<file path="config.mk">
export PLATFORM = sky130hd
export DESIGN_NAME = run_controller
export DESIGN_NICKNAME = d
export VERILOG_FILES = /design/src/rtl/run_ctrl_pkg.sv /design/src/rtl/run_trap_tracker.sv /design/src/rtl/run_controller.sv
export SDC_FILE = /design/constraint.sdc
export NUM_CORES = 1
export LEC_CHECK = 0
export ABC_AREA = 1
export CAP_MARGIN = 30
export CORE_ASPECT_RATIO = 1.4
export CORE_MARGIN = 2
export CORE_UTILIZATION = 53
export CTS_CLUSTER_SIZE = 8
export DETAILED_ROUTE_END_ITERATION = 8
export MAX_ROUTING_LAYER = met4
export PLACE_DENSITY = 0.78
export SYNTH_ARGS = -nofsm -noshare
export SYNTH_HDL_FRONTEND = slang
export SYNTH_SLANG_ARGS = --single-unit
</file>
<file path="constraint.sdc">
create_clock -name clk -period 2.4 [get_ports clk]
set_input_delay 0.48 -clock clk [delete_from_list [all_inputs] [get_ports clk]]
set_output_delay 0.48 -clock clk [all_outputs]
set_load 0.02 [all_outputs]
</file>
<file path="src/rtl/run_ctrl_pkg.sv">
// run_ctrl_pkg: shared types and helpers for the run/termination controller.
//   run_state_t    - controller sequence IDLE -> HOLD_RST -> RUN -> DRAIN -> DUMP -> DONE
//   TRAP_MODE_ANY  - finish on any enabled core trap
//   TRAP_MODE_ALL  - finish once every enabled core has trapped
//   clog2_min1()   - index width for a vector of n entries, never less than 1
package run_ctrl_pkg;

   typedef enum logic [2:0] {
      IDLE,
      HOLD_RST,
      RUN,
      DRAIN,
      DUMP,
      DONE
   } run_state_t;

   localparam int TRAP_MODE_ANY = 0;
   localparam int TRAP_MODE_ALL = 1;

   function automatic int clog2_min1(input int n);
      return (n <= 2) ? 1 : $clog2(n);
   endfunction

endpackage

</file>
<file path="src/rtl/run_trap_tracker.sv">
// run_trap_tracker: per-core trap bookkeeping for run_controller.
//   clk, reset     - clock, asynchronous active-low reset
//   clr            - start accepted: clear all sticky state
//   acc            - accumulate traps this cycle (RUN or DRAIN)
//   en             - latched core enable mask
//   trap           - per-core trap_mem flags
//   trap_seen      - sticky enabled-trap flags
//   first_trap_id  - lowest enabled core trapping in the first trap cycle
//   trap_done      - termination condition over trap_seen | (trap & en)
// Optional (RUN_CONTROLLER_TRAP_STAMP_EN):
//   cycle_count    - current run cycle count
//   trap_stamp     - per-core cycle_count captured at that core's first trap
module run_trap_tracker
   import run_ctrl_pkg::*;
#(
   parameter int NUM_CORES = 1,
   parameter int TRAP_MODE = 0
`ifdef RUN_CONTROLLER_TRAP_STAMP_EN
   ,
   parameter int CYCLE_W   = 32
`endif
)(
   input  logic                                clk,
   input  logic                                reset,
   input  logic                                clr,
   input  logic                                acc,
   input  logic [NUM_CORES-1:0]                en,
   input  logic [NUM_CORES-1:0]                trap,
   output logic [NUM_CORES-1:0]                trap_seen,
   output logic [clog2_min1(NUM_CORES)-1:0]    first_trap_id,
   output logic                                trap_done
`ifdef RUN_CONTROLLER_TRAP_STAMP_EN
   ,
   input  logic [CYCLE_W-1:0]                  cycle_count,
   output logic [NUM_CORES*CYCLE_W-1:0]        trap_stamp
`endif
);

   localparam int ID_W = clog2_min1(NUM_CORES);

   logic [NUM_CORES-1:0] hit;
   logic [NUM_CORES-1:0] seen;

   assign hit  = trap & en;
   assign seen = trap_seen | hit;

   function automatic logic [ID_W-1:0] lowest_idx(input logic [NUM_CORES-1:0] v);
      logic [ID_W-1:0] idx;
      idx = '0;
      for (int i = NUM_CORES - 1; i >= 0; i--) begin
         if (v[i]) idx = ID_W'(i);
      end
      return idx;
   endfunction

   // An empty enable mask must never satisfy the all-trapped test.
   always_comb begin
      trap_done = 1'b0;
      if (TRAP_MODE == TRAP_MODE_ALL) begin
         trap_done = (en != '0) && ((seen & en) == en);
      end else begin
         trap_done = |seen;
      end
   end

   always_ff @(posedge clk or negedge reset) begin
      if (!reset) begin
         trap_seen     <= '0;
         first_trap_id <= '0;
      end else if (clr) begin
         trap_seen     <= '0;
         first_trap_id <= '0;
      end else if (acc) begin
         trap_seen <= seen;
         // No enabled trap recorded yet means this is the first trap cycle.
         if ((trap_seen == '0) && (hit != '0)) begin
            first_trap_id <= lowest_idx(hit);
         end
      end
   end

`ifdef RUN_CONTROLLER_TRAP_STAMP_EN
   always_ff @(posedge clk or negedge reset) begin
      if (!reset) begin
         trap_stamp <= '0;
      end else if (clr) begin
         trap_stamp <= '0;
      end else if (acc) begin
         for (int i = 0; i < NUM_CORES; i++) begin
            if (hit[i] && !trap_seen[i]) begin
               trap_stamp[i*CYCLE_W +: CYCLE_W] <= cycle_count;
            end
         end
      end
   end
`endif

endmodule

</file>
<file path="src/rtl/run_controller.sv">
// run_controller: run/termination controller for the multi-core pipeline harness.
// Holds the cores in reset, counts run cycles, ends the run on trap or timeout,
// waits a drain window and then requests a memory dump via req/ack.
//   clk, reset     - clock, asynchronous active-low reset
//   start          - start pulse, honoured only in IDLE or DONE
//   core_en        - core enable mask, sampled with start
//   trap           - per-core trap_mem flags
//   dump_ack       - dump-complete acknowledge, honoured only in DUMP
//   core_rst_n     - active-low core reset
//   running        - high in RUN
//   dump_req       - held high in DUMP until acknowledged
//   done           - high in DONE
//   timed_out      - sticky, run ended by timeout
//   trap_seen      - sticky per-core trap flags
//   first_trap_id  - lowest core trapping in the first trap cycle
//   cycle_count    - run cycles elapsed (RUN + DRAIN), saturating
// Optional macro RUN_CONTROLLER_TRAP_STAMP_EN adds trap_stamp
// (NUM_CORES slices of CYCLE_W, cycle_count at each core's first trap).
module run_controller
   import run_ctrl_pkg::*;
#(
   parameter int NUM_CORES      = 1,
   parameter int CYCLE_W        = 32,
   parameter int RESET_HOLD     = 2,
   parameter int DRAIN_CYCLES   = 10,
   parameter int TIMEOUT_CYCLES = 17500,
   parameter int TRAP_MODE      = 0
)(
   input  logic                             clk,
   input  logic                             reset,
   input  logic                             start,
   input  logic [NUM_CORES-1:0]             core_en,
   input  logic [NUM_CORES-1:0]             trap,
   input  logic                             dump_ack,
   output logic                             core_rst_n,
   output logic                             running,
   output logic                             dump_req,
   output logic                             done,
   output logic                             timed_out,
   output logic [NUM_CORES-1:0]             trap_seen,
   output logic [clog2_min1(NUM_CORES)-1:0] first_trap_id,
   output logic [CYCLE_W-1:0]               cycle_count
`ifdef RUN_CONTROLLER_TRAP_STAMP_EN
   ,
   output logic [NUM_CORES*CYCLE_W-1:0]     trap_stamp
`endif
);

   localparam int HOLD_W  = clog2_min1(RESET_HOLD);
   localparam int DRAIN_W = clog2_min1(DRAIN_CYCLES);

   localparam logic [HOLD_W-1:0]  HOLD_LAST  = HOLD_W'(RESET_HOLD - 1);
   // DRAIN_CYCLES of 0 still spends one cycle in DRAIN.
   localparam logic [DRAIN_W-1:0] DRAIN_LAST = DRAIN_W'((DRAIN_CYCLES == 0) ? 0 : DRAIN_CYCLES - 1);
   localparam logic [CYCLE_W-1:0] TO_LAST    = CYCLE_W'(TIMEOUT_CYCLES - 1);
   localparam bit                 TO_ON      = (TIMEOUT_CYCLES != 0);

   run_state_t             state;
   logic [NUM_CORES-1:0]   en_latched;
   logic [HOLD_W-1:0]      hold_cnt;
   logic [DRAIN_W-1:0]     drain_cnt;
   logic                   accept;
   logic                   accum;
   logic                   trap_done;

   function automatic logic [CYCLE_W-1:0] sat_inc(input logic [CYCLE_W-1:0] v);
      return (v == '1) ? v : v + 1'b1;
   endfunction

   assign accept = start && ((state == IDLE) || (state == DONE));
   assign accum  = (state == RUN) || (state == DRAIN);

   run_trap_tracker #(
      .NUM_CORES (NUM_CORES),
      .TRAP_MODE (TRAP_MODE)
`ifdef RUN_CONTROLLER_TRAP_STAMP_EN
      ,
      .CYCLE_W   (CYCLE_W)
`endif
   ) u_trk (
      .clk           (clk),
      .reset         (reset),
      .clr           (accept),
      .acc           (accum),
      .en            (en_latched),
      .trap          (trap),
      .trap_seen     (trap_seen),
      .first_trap_id (first_trap_id),
      .trap_done     (trap_done)
`ifdef RUN_CONTROLLER_TRAP_STAMP_EN
      ,
      .cycle_count   (cycle_count),
      .trap_stamp    (trap_stamp)
`endif
   );

   always_ff @(posedge clk or negedge reset) begin
      if (!reset) begin
         state       <= IDLE;
         en_latched  <= '0;
         hold_cnt    <= '0;
         drain_cnt   <= '0;
         cycle_count <= '0;
         timed_out   <= 1'b0;
         core_rst_n  <= 1'b0;
         running     <= 1'b0;
         dump_req    <= 1'b0;
         done        <= 1'b0;
      end else begin
         unique case (state)
            IDLE, DONE: begin
               if (start) begin
                  en_latched  <= core_en;
                  cycle_count <= '0;
                  timed_out   <= 1'b0;
                  hold_cnt    <= '0;
                  core_rst_n  <= 1'b0;
                  done        <= 1'b0;
                  state       <= HOLD_RST;
               end
            end
            HOLD_RST: begin
               if (hold_cnt == HOLD_LAST) begin
                  core_rst_n <= 1'b1;
                  running    <= 1'b1;
                  state      <= RUN;
               end else begin
                  hold_cnt <= hold_cnt + 1'b1;
               end
            end
            RUN: begin
               cycle_count <= sat_inc(cycle_count);
               // A trap in the timeout cycle takes priority and leaves timed_out clear.
               if (trap_done) begin
                  running   <= 1'b0;
                  drain_cnt <= '0;
                  state     <= DRAIN;
               end else if (TO_ON && (cycle_count == TO_LAST)) begin
                  timed_out <= 1'b1;
                  running   <= 1'b0;
                  drain_cnt <= '0;
                  state     <= DRAIN;
               end
            end
            DRAIN: begin
               cycle_count <= sat_inc(cycle_count);
               if (drain_cnt == DRAIN_LAST) begin
                  dump_req <= 1'b1;
                  state    <= DUMP;
               end else begin
                  drain_cnt <= drain_cnt + 1'b1;
               end
            end
            DUMP: begin
               if (dump_ack) begin
                  dump_req <= 1'b0;
                  done     <= 1'b1;
                  state    <= DONE;
               end
            end
            default: begin
               state <= IDLE;
            end
         endcase
      end
   end

endmodule

</file>
==> impl_summary.log <==
[metrics] status: completed
[metrics] vias in the first global route: 3098
[metrics] GR Overflow Total: 0
[metrics] Syn Inst Count: 483
[metrics] endpoint type of the worst setup path: primary output
[metrics] TritonCTS clock tree: yes
[metrics] count of hold-fix buffers inserted at cts: 0
[metrics] master cell of the clock root buffer: clkbuf_8
[metrics] Die Wd: 69.14 um
[metrics] clock period minus worst slack: 1.973 ns
[metrics] post-CTS clock slew at the launch and capture registers of the worst setup and hold paths: 0.09 ns
[metrics] buffers added on ports: 43
[metrics] type of origin of the critical path: flip-flop
[metrics] final-report setup violation count: 0
[metrics] post-detailed-route wirelength per cell: 13.74 um
[metrics] finished layout cell area: 0.003722 mm^2
[metrics] total power divided by cell area: 1183 mW/mm^2
[metrics] most common cell after layout, fill and taps aside: nand2_1
[metrics] actual slew at the worst max-slew pin: 0.6067 ns
[metrics] Post-CTS Repair Setup Buffers: 0
[metrics] share of cells above drive strength 1: 0.05323
[metrics] count of max-cap constraint violations: 0
[metrics] final-report max-slew violation count: 0
[metrics] Syn Nets: 492
[metrics] Initial Utilization: 0.5446
[metrics] Setup Crit Path Kind: reg -> out
[metrics] flops & latches, synth: 47
[metrics] kind of path behind the tightest hold check: in -> async
[metrics] IR drop worst, VDD: 0.7922 mV
[metrics] initial antenna violation count: 0
[metrics] worst path buffer plus inverter count: 1
[metrics] buffer levels on the longest clock path: 2
[metrics] synthesized cell area: 0.003148 mm^2
[metrics] vias per cell: 5.280
[metrics] CP max stage cell: clkdlybuf4s50_1
[metrics] total placed cells including tap cells: 588
[metrics] last weighted congestion value of the routability-driven placer: 0.9551
[metrics] Placement Rows: 33
[metrics] Sum Neg Setup Slack: 0 ns
[metrics] static leakage: 1.892 nW
[metrics] synthesized area per cell: 6.518 um^2
[metrics] RSZ-0062 raised after global routing: false
[metrics] final instance count without filler cells: 596
[metrics] CTS H-tree depth: 2
[metrics] clock latency on the worst-skew pair: 0.30 ns
[metrics] final worst clock skew: 0.009606 ns
[metrics] Routed Wire Length: 8.188 mm
[metrics] maximum cell stage delay along the critical path: 0.66 ns
[metrics] Final Cycle Share: 0.8220
[metrics] via count of the routed design: 3147
[metrics] area enclosed by the die boundary: 0.006581 mm^2
[metrics] core region area: 0.005781 mm^2
[metrics] Worst Path Required: 1.92 ns
[metrics] utilization of the core after routing: 0.6439
[metrics] post-placement cell area: 0.003618 mm^2
[metrics] global-route wire length before repair: 13.77 mm
[metrics] # nets final: 534
[metrics] count of TritonRoute iterations in the first routing pass: 4
[metrics] most used cells in the layout excluding fill and tap cells: nand2_1 (182), nand3_1 (67), nor2_1 (61)
[metrics] clock buffer count from CTS: 5
[metrics] vertical extent of the die: 95.19 um
[metrics] count of antenna diodes in the layout: 0
[metrics] hold_ws: 0.2687 ns
[metrics] Cell variety after synth: 27
[metrics] part of the Yosys area used for sequential elements: 0.3736
[metrics] max_slew headroom: 0.5955
[metrics] ordered cell list for the critical path: clkdlybuf4s50_1
[metrics] post-cts sizing count: 0
[metrics] synthesis-to-finish area growth: 18.24%
[metrics] number of ports placed on the die boundary: 45
[metrics] initial detailed-routing violation count: 211
[metrics] post-route antenna net violation count: 0
[metrics] final hold violation count: 0
[metrics] total global-route track usage: 0.2682
[metrics] Crit path max-delay family: buffers and inverters
[metrics] maximum number of pins on one net before global-route repair: 48
[metrics] post-route DRC violation count: 0
[metrics] CP max FO: 7
[metrics] Clock Sinks: 47
[metrics] Post-DP HPWL: 6.085 mm
[metrics] data arrival time of the worst path: 1.49 ns
[metrics] Synth Warn #: 0
[metrics] peak clock frequency supported by timing: 506.9 MHz
Yosys cell counts:
master	count	share of area
and2_0	1	0.0020
nor2_4	5	0.018
nand2_1	182	0.22
nor2_1	61	0.073
nand3_1	67	0.11
inv_2	2	0.0024
nor3_1	4	0.0064
buf_6	4	0.014
ha_1	3	0.012
nand2_4	1	0.0036
nand3_2	1	0.0032
clkbuf_1	2	0.0024
conb_1	1	0.0012
nand3b_1	1	0.0024
nand2_2	2	0.0040
inv_1	55	0.066
xnor2_1	2	0.0056
a21oi_1	4	0.0064
or2_2	3	0.0060
dfrtp_1	47	0.37
xor2_1	11	0.031
o21ai_0	6	0.0095
nand4_1	9	0.018
buf_2	5	0.0079
o211ai_1	2	0.0048
nor2_2	1	0.0020
buf_4	1	0.0024
through the flow:
stage / power (W) / setup WS, ns
floorplan: 0.002959 / 0.6592
global placement: 0.003836 / 0.5777
detailed placement: 0.003871 / 0.5158
CTS: 0.004413 / 0.4412
global route: 0.004750 / 0.2747
finish: 0.004404 / 0.4273
kinds of logic after synthesis:
| kind of cell | count (synthesis) | share of synthesized area |
|---|---|---|
| other | 1 | 0.001191 |
| adders and majority gates | 3 | 0.01192 |
| DFF | 47 | 0.3736 |
| and+or+nand+nor | 338 | 0.4614 |
| AOI/OAI and AO/OA | 12 | 0.02067 |
| xor gates and xnor gates | 13 | 0.03617 |
| buffers and inverters | 69 | 0.09499 |
power by group:
group	total (W)	switching [W]	leakage [nW]	internal (W)
clock network	0.000537	0.000275	0.0505	0.000262
logic	0.00226	0.00134	1.21	0.000918
registers	0.00161	0.000509	0.628	0.00110
total	0.00440	0.00212	1.89	0.00228
worst paths after layout:
path / slack [ns] / depth (start not counted) / from / to
setup / recovery: 0.43 / 1 / cycle_count[16]$_DFFE_PN0P_ / cycle_count[16]
hold / removal: 0.27 / 2 / reset / cycle_count[15]$_DFFE_PN0P_
setup reg to reg: 0.46 / 10 / cycle_count[0]$_DFFE_PN0P_ / cycle_count[31]$_DFFE_PN0P_
hold reg to reg: 0.49 / 2 / running$_DFFE_PN0P_ / running$_DFFE_PN0P_
max in group asynchronous: 1.72 / 2 / reset / cycle_count[31]$_DFFE_PN0P_
min in group clk: 0.49 / 2 / running$_DFFE_PN0P_ / running$_DFFE_PN0P_
layer usage:
metal	vias to the layer above	wire length, um	GRT usage
li1	1586	-	-
met2	94	4479	0.5056
met5	-	0	-
met3	14	428	0.04017
met1	1453	3147	0.2841
met4	0	133	0.09804
state kept, by name, summed over array words and instances, names as in the netlist:
name,flops
running,1
hold_cnt,1
u_trk.trap_seen,1
timed_out,1
core_rst_n,1
en_latched,1
dump_req,1
cycle_count,32
drain_cnt,4
state,3
done,1
area by class of cell:
| cell class | instances | area (um^2) |
|---|---|---|
| Clock buffer | 7 | 96.34 |
| Clock inverter | 1 | 7.507 |
| Fill cell | 573 | 2058 |
| Inverter | 57 | 214.0 |
| Multi-Input combinational cell | 367 | 1673 |
| Sequential cell | 47 | 1176 |
| Tap cell | 70 | 87.58 |
| Timing Repair Buffer | 47 | 467.9 |
(Power assumes the default switching activity.)
